[config.mk]
export PLATFORM = sky130hd
export DESIGN_NAME = matrix_add_unpack_flat
export DESIGN_NICKNAME = d
export VERILOG_FILES = /design/src/rtl/matrix_add_unpack_if.sv /design/src/rtl/matrix_add_unpack.sv /design/src/flat_wrapper.sv
export SDC_FILE = /design/constraint.sdc
export NUM_CORES = 1
export LEC_CHECK = 0
export BUFFER_PORTS_ARGS = -buffer_cell sky130_fd_sc_hd__buf_4
export CAP_MARGIN = 15
export CORE_ASPECT_RATIO = 1.75
export CORE_MARGIN = 2
export CORE_UTILIZATION = 57
export CTS_BUF_LIST = sky130_fd_sc_hd__clkbuf_8
export DETAILED_ROUTE_END_ITERATION = 8
export GPL_ROUTABILITY_DRIVEN = 0
export HOLD_SLACK_MARGIN = 0.15
export PLACE_DENSITY = 0.83
export RECOVER_POWER = 25
export SYNTH_ARGS = -nofsm -noshare
export SYNTH_HDL_FRONTEND = slang
export SYNTH_SLANG_ARGS = --single-unit
[constraint.sdc]
create_clock -name clk -period 2.89 [get_ports clk]
set_input_delay 0.578 -clock clk [delete_from_list [all_inputs] [get_ports clk]]
set_output_delay 0.578 -clock clk [all_outputs]
set_load 0.05 [all_outputs]
[src/rtl/matrix_add_unpack_if.sv]
// Handshake bundle between the matrix adder's packed result bus and the element
// stream that feeds the store/compare logic.
interface matrix_add_unpack_if #(
  parameter int ELEM_W = 16,
  parameter int N_ELEM = 8
);
  localparam int IDX_W = (N_ELEM > 1) ? $clog2(N_ELEM) : 1;

  logic                     in_valid;
  logic                     in_ready;
  logic [N_ELEM*ELEM_W-1:0] in_data;
  logic                     out_valid;
  logic                     out_ready;
  logic [ELEM_W-1:0]        out_data;
  logic [IDX_W-1:0]         out_idx;
  logic                     out_last;
  logic [15:0]              frame_cnt;

  modport slave (
    input  in_valid, in_data, out_ready,
    output in_ready, out_valid, out_data, out_idx, out_last, frame_cnt
  );

  modport master (
    output in_valid, in_data, out_ready,
    input  in_ready, out_valid, out_data, out_idx, out_last, frame_cnt
  );
endinterface

[src/rtl/matrix_add_unpack.sv]
// Serialises one packed N_ELEM x ELEM_W sum word into N_ELEM element beats,
// element 0 taken from the MSBs; back-to-back words run without a bubble.
module matrix_add_unpack #(
  parameter int ELEM_W = 16,
  parameter int N_ELEM = 8
) (
  input  logic                 clk,
  input  logic                 rst_n,
  matrix_add_unpack_if.slave   bus
);
  localparam int IDX_W = (N_ELEM > 1) ? $clog2(N_ELEM) : 1;
  localparam int WORD_W = N_ELEM * ELEM_W;

  typedef enum logic {IDLE, SEND} state_t;

  state_t                         state_q;
  logic [WORD_W-1:0]              hold_q;
  logic [N_ELEM-1:0][ELEM_W-1:0]  elem;
  logic [IDX_W-1:0]               idx_q, idx_d;
  logic [ELEM_W-1:0]              data_q;
  logic                           valid_q, last_q;
  logic [15:0]                    frame_cnt_q;
  logic                           out_acc, last_acc, load;

  // Lane k of the held word, MSB-first so lane 0 is the first element sent.
  for (genvar k = 0; k < N_ELEM; k++) begin : g_lane
    assign elem[k] = hold_q[(N_ELEM-1-k)*ELEM_W +: ELEM_W];
  end

  assign out_acc  = valid_q & bus.out_ready;
  assign last_acc = out_acc & last_q;
  assign load     = bus.in_valid & bus.in_ready;
  assign idx_d    = idx_q + IDX_W'(1);

  assign bus.in_ready  = (state_q == IDLE) | last_acc;
  assign bus.out_valid = valid_q;
  assign bus.out_data  = data_q;
  assign bus.out_idx   = idx_q;
  assign bus.out_last  = last_q;
  assign bus.frame_cnt = frame_cnt_q;

  always_ff @(posedge clk or negedge rst_n) begin
    if (!rst_n) begin
      state_q     <= IDLE;
      hold_q      <= '0;
      idx_q       <= '0;
      data_q      <= '0;
      valid_q     <= 1'b0;
      last_q      <= 1'b0;
      frame_cnt_q <= '0;
    end else begin
      if (last_acc) frame_cnt_q <= frame_cnt_q + 16'd1;

      // A load wins over the end-of-frame drop so the next word follows with no gap.
      if (load) begin
        hold_q  <= bus.in_data;
        data_q  <= bus.in_data[WORD_W-1 -: ELEM_W];
        idx_q   <= '0;
        last_q  <= (N_ELEM == 1);
        valid_q <= 1'b1;
        state_q <= SEND;
      end else if (last_acc) begin
        idx_q   <= '0;
        last_q  <= 1'b0;
        valid_q <= 1'b0;
        state_q <= IDLE;
      end else if (out_acc) begin
        idx_q  <= idx_d;
        data_q <= elem[idx_d];
        last_q <= (idx_d == IDX_W'(N_ELEM-1));
      end
    end
  end
endmodule

[src/flat_wrapper.sv]
// flat-port wrapper written by rule: the top's interface ports become plain ports
module matrix_add_unpack_flat 
#(
  parameter int ELEM_W = 16,
  parameter int N_ELEM = 8
)
  (clk, rst_n, bus_in_valid, bus_in_data, bus_out_ready, bus_in_ready, bus_out_valid, bus_out_data, bus_out_idx, bus_out_last, bus_frame_cnt);
  matrix_add_unpack_if #(.ELEM_W(ELEM_W), .N_ELEM(N_ELEM)) bus_i ();
  input  logic clk;
  input  logic rst_n;
  input wire logic [$bits(bus_i.in_valid)-1:0] bus_in_valid;
  input wire logic [$bits(bus_i.in_data)-1:0] bus_in_data;
  input wire logic [$bits(bus_i.out_ready)-1:0] bus_out_ready;
  output wire logic [$bits(bus_i.in_ready)-1:0] bus_in_ready;
  output wire logic [$bits(bus_i.out_valid)-1:0] bus_out_valid;
  output wire logic [$bits(bus_i.out_data)-1:0] bus_out_data;
  output wire logic [$bits(bus_i.out_idx)-1:0] bus_out_idx;
  output wire logic [$bits(bus_i.out_last)-1:0] bus_out_last;
  output wire logic [$bits(bus_i.frame_cnt)-1:0] bus_frame_cnt;
  assign bus_i.in_valid = bus_in_valid;
  assign bus_i.in_data = bus_in_data;
  assign bus_i.out_ready = bus_out_ready;
  assign bus_in_ready = bus_i.in_ready;
  assign bus_out_valid = bus_i.out_valid;
  assign bus_out_data = bus_i.out_data;
  assign bus_out_idx = bus_i.out_idx;
  assign bus_out_last = bus_i.out_last;
  assign bus_frame_cnt = bus_i.frame_cnt;
  matrix_add_unpack #(.ELEM_W(ELEM_W), .N_ELEM(N_ELEM)) u_core (.clk(clk), .rst_n(rst_n), .bus(bus_i));
endmodule
== Word level (Yosys, flattened, before mapping) ==
Index checks and enable logic that the tools add are counted.

* Bits in registers: 165
* Bits of input ports: 132

* Muxes and demuxes: 13
* Bitwise gates (word level): 5
* Magnitude comparators: 1
* Reduce and logical (&&, ||, !) cells: 4
* Eq/ne operators: 2
* Add/subtract/negate cells: 2

{| class="wikitable"
|+ Operators by type and width
! kind !! count
|-
| $mux 16 || 4
|-
| $bmux 16 s3 || 1
|-
| $add 16x1->16 const B || 1
|-
| $mux 3 || 3
|-
| $mux 1 || 5
|-
| $lt 3x4->1 const B || 1
|-
| $reduce_bool 2->1 || 2
|-
| $add 3x1->3 const B || 1
|-
| $and 1x1->1 || 3
|-
| $eq 3x3->1 const B || 1
|-
| $reduce_bool 3->1 || 1
|-
| $ne 2x2->1 const B || 1
|-
| $reduce_and 2->1 || 1
|-
| $not 1->1 || 1
|-
| $or 1x1->1 || 1
|}

== Depth between registers and ports, before layout ==
* Depth in word-level cells: 6
* Mapped depth: 9
* Mapped depth without buffers: 5

== Least setup slack after synthesis ==
Ideal clock, no wire load.

* Kind: flip-flop to flip-flop
* From: register u_core.idx_q[0] (netlist: u_core.bus.out_idx[0])
* To: register u_core.data_q[10] (netlist: u_core.bus.out_data[10])
* Data arrival time: 2474 ps
* Buffers on the path: 4
* Path slack: 293 ps
* Stages on the path, launching flop included: 10
* Required time: 2767 ps
* Cells stage by stage: dfrtp_1 -> buf_6 -> buf_2 -> inv_1 -> ha_1 -> clkbuf_1 -> buf_2 -> mux4_2 -> a22oi_2 -> a21oi_2

* Word-level cells in the longest chain between the ends: 6

{| class="wikitable"
|+ RTL lines
! item !! line !! source
|-
| start: declaration || matrix_add_unpack.sv:19 || <nowiki>logic [IDX_W-1:0] idx_q, idx_d;</nowiki>
|-
| start signal: assignment || matrix_add_unpack.sv:68 || <nowiki>idx_q <= idx_d;</nowiki>
|-
| $add 3x1->3 || matrix_add_unpack.sv:33 || <nowiki>assign idx_d = idx_q + IDX_W'(1);</nowiki>
|-
| $bmux 16 s3 || matrix_add_unpack.sv:69 || <nowiki>data_q <= elem[idx_d];</nowiki>
|-
| $mux 16 (not written as such) || matrix_add_unpack.sv:69 ||
|-
| $mux 16 || matrix_add_unpack.sv:67 || <nowiki>end else if (out_acc) begin</nowiki>
|-
| $mux 16 || matrix_add_unpack.sv:62 || <nowiki>end else if (last_acc) begin</nowiki>
|-
| $mux 16 || matrix_add_unpack.sv:55 || <nowiki>if (load) begin</nowiki>
|-
| end signal: assignment || matrix_add_unpack.sv:57 || <nowiki>data_q <= bus.in_data[WORD_W-1 -: ELEM_W];</nowiki>
|-
| end signal: assignment || matrix_add_unpack.sv:69 ||
|-
| end: declaration || matrix_add_unpack.sv:20 || <nowiki>logic [ELEM_W-1:0] data_q;</nowiki>
|}

Every way passes these cells. The select of a mux whose other input is x is not followed.
A chain may end at the register's enable or synchronous reset.

== Final worst setup path ==
* From: register u_core.idx_q[0] (netlist: u_core.bus.out_idx[0])
* To: output bus_out_idx[0]

{| class="wikitable"
|+ RTL lines
! item !! line !! source
|-
| end: declaration || flat_wrapper.sv:17 || <nowiki>output wire logic [$bits(bus_i.out_idx)-1:0] bus_out_idx;</nowiki>
|}

No word-level cell between the ends.

==> summary.md <==
| Metric | Value |
|---|---|
| Yosys warning total | `0` |
| Die Y | `between 150 and 200 microns` |
| H-tree levels | `4` |
| Violated checks | `max-capacitance violations, max-slew violations` |
| Initial Util | `0.579` |
| Worst hold margin | `361 ps` |
| Setup-failing EPs final | `0` |
| Fin. Hold Viols | `0` |
| Routed Wire Length | `18.2 mm` |
| Synth Instances | `between 500 and 600` |
| R2R Setup Slk | `a little under 800 ps` |
| Area Growth Syn to Fin | `21.8%` |
| Total GRT Usage | `0.251` |
| CTS tree | `done` |
| Share of cells above drive strength 1 | `0.584` |
| Core Box Area | `about 14000 sq um` |
| Filler Cells Inserted | `approximately 950` |
| Lkg Pwr | `roughly 4.8 nW` |
| Clock sinks | `roughly 170` |
| ANT cells | `0` |
| Top cells by area, synth | `dfrtp_1, mux2_4, mux4_2` |
| VDD IR max | `0.552 mV` |
| Avg Inst Size Synth | `15.7 sq um` |
| CP max FO | `35` |
| Max Root-Sink Buffers | `2` |
| Final Cycle Share | `0.799` |
| Cells after DPL | `around 840` |
| Vias per std cell | `5.67` |
| Root Driver | `clkbuf_8` |
| First-pass GRT wire length | `a little under 30 mm` |
| Yosys reg bits | `165` |
| Post-CTS Repair Setup Buffers | `0` |
| Top Ports | `170` |
| Hold Path Depth | `2` |
| Clock period minus worst slack | `~2300 ps` |
| Worst min path class | `in -> reg` |
| Seq/Total Area, Yosys | `0.515` |
| Slew Viols, Final | `74` |
| Dpl hpwl | `around 13 mm` |
| # port buffers | `169` |
| Antenna violations before repair | `0` |
| Worst-case reg-to-reg path depth | `5` |
| Slew of the pin with the lowest slew margin | `roughly 1900 ps` |
| Maximum clock frequency | `approximately 430 MHz` |
| Num CTS Buffers | `17` |
| Synth top area share | `0.515` |
| Reg area | `between 4000 and 5000 sq um` |
| Multi-input gate area | `between 3000 and 4000 sq um` |
| Slew Limit Headroom | `-0.242` |
| Vias | `roughly 4900` |
| Syn_nets | `~650` |
| 1st-pass router iterations | `4` |
| Number of global-route vias before repair | `5522` |
| Crit path required time | `around 2300 ps` |
| DRC | `0` |
| Grt ovf | `0` |
| RSZ-0062 raised after global routing | `false` |
| Post-route ant nets | `0` |
| Area leader, netlist | `dfrtp_1` |
| Kind of critical path | `reg -> out` |
| DIE AREA | `about 15000 sq um` |
| CP startpoint kind | `register` |
| Clock Latency Late Sink | `between 400 and 500 ps` |
| Post_cts resized | `0` |
| Iteration-0 DRC Markers | `between 200 and 250` |
| Hold_buf cts | `0` |
| Outcome | `finished, violations left` |
| CP arrival | `~1700 ps` |
| Die Wd | `93.6 microns` |
| Yosys cell types | `37` |
| Critical Path End Type | `output port` |
| Non-filler cells in the finished layout | `a little under 900` |
| Mapped Area | `between 8000 and 9000 sq um` |
| Clk slew on worst S/H paths | `90 ps` |
| Pin count of the biggest net entering global routing | `75` |
| Fin nets | `~810` |
| Core Rows | `between 50 and 60` |
| Pwr Density | `approximately 1200 nW/um^2` |
| Max Cap Viol | `1` |
| Skew final | `~11 ps` |
| WL per Instance | `21.0 microns` |
| Setup TNS | `0 ps` |
-- kinds of logic after synthesis --
logic type	synth area share
AOI/OAI and AO/OA	0.0589
xor gates and xnor gates	0.0184
adders and majority gates	0.00468
buffers and inverters	0.0376
DFF	0.515
muxes	0.318
and+or+nand+nor	0.0468
-- registers in the layout, summed over array words and instances (netlist names) --
name                  count
u_core.bus.out_data      16
u_core.state_q            1
u_core.bus.out_idx        3
u_core.hold_q           128
u_core.bus.out_last       1
u_core.bus.frame_cnt     16
-- cells in the mapped netlist, drive strengths merged --
master	n
dfrtp	165
mux2	130
a21oi	34
mux4	32
buf	31
nor2	21
nand2b	17
a22oi	16
nand2	10
nand3	9
xnor2	9
xor2	7
nand4	5
inv	4
clkbuf	3
ha	3
a22o	2
and2	2
and3	2
nor3	2
o31ai	2
a21bo	1
a21boi	1
nor2b	1
nor4	1
o21ai	1
o22ai	1
-- through the flow --
stage	total power, W	util	setup slack [ps]	area, sq um
after floorplan	0.00845	-	293	8020
after global placement	0.00955	0.678	746	9380
after detailed placement	0.00980	0.678	699	9380
after CTS	0.0115	0.706	500	9770
after global routing	0.0120	0.706	232	9760
final	0.0114	0.706	580	9760
-- worst max-delay path, cell delays in order (launching register included) --
cell	delay (ps)
dfrtp_2	390
buf_4	580
buf_4	320
-- power breakdown --
group          switching [W]  internal (W)
combinational        0.00262       0.00306
clock               0.000874      0.000773
sequential          0.000692       0.00339
-- cell type report --
class / instances / share of cell area
clock buffers: 17 / 0.0240
clock inverters: 15 / 0.0159
inverters: 4 / 0.00154
multi-input cells: 309 / 0.369
flip-flops and latches: 165 / 0.423
well taps: 177 / 0.0227
repair buffers: 180 / 0.144
-- layer usage --
layer	vias to the layer above	share of wire	wire, microns	global-route usage
li1	2184	-	-	-
met1	2545	0.39	7050	0.314
met2	160	0.54	9880	0.430
met3	31	0.044	805	0.0450
met4	0	0.026	467	0.0962
met5	-	0	0	0
-- worst paths after layout --
check                                                            end                            startpoint
worst max-delay path                                  bus_out_idx[0]     u_core.bus.out_idx[0]$_DFFE_PN0P_
worst min-delay path                   u_core.hold_q[73]$_DFFE_PN0P_                       bus_in_data[73]
worst max register to register    u_core.bus.out_data[9]$_DFFE_PN0P_     u_core.bus.out_idx[1]$_DFFE_PN0P_
worst min register to register  u_core.bus.frame_cnt[15]$_DFFE_PN0P_  u_core.bus.frame_cnt[15]$_DFFE_PN0P_
max in group asynchronous              u_core.hold_q[94]$_DFFE_PN0P_                                 rst_n
min in group asynchronous              u_core.hold_q[73]$_DFFE_PN0P_                                 rst_n
-- cells in the final DEF, fill, tap and decap left out, types with 2 or more instances in the layout --
cell	instances
buf_4	173
dfrtp_1	164
mux2_4	98
mux2_2	32
mux4_2	32
a21oi_1	22
nor2_1	21
nand2b_1	17
clkbuf_8	17
a21oi_2	11
a22oi_2	10
nand2_1	9
nand3_1	9
xnor2_1	9
xor2_1	6
a22oi_1	6
inv_1	5
clkinvlp_4	5
buf_12	5
nand4_1	4
inv_6	4
a22o_1	2
and2_1	2
nor3_1	2
and3_1	2
o31ai_1	2
ha_1	2
bufinv_16	2
clkinv_2	2
(Power assumes the default switching activity.)
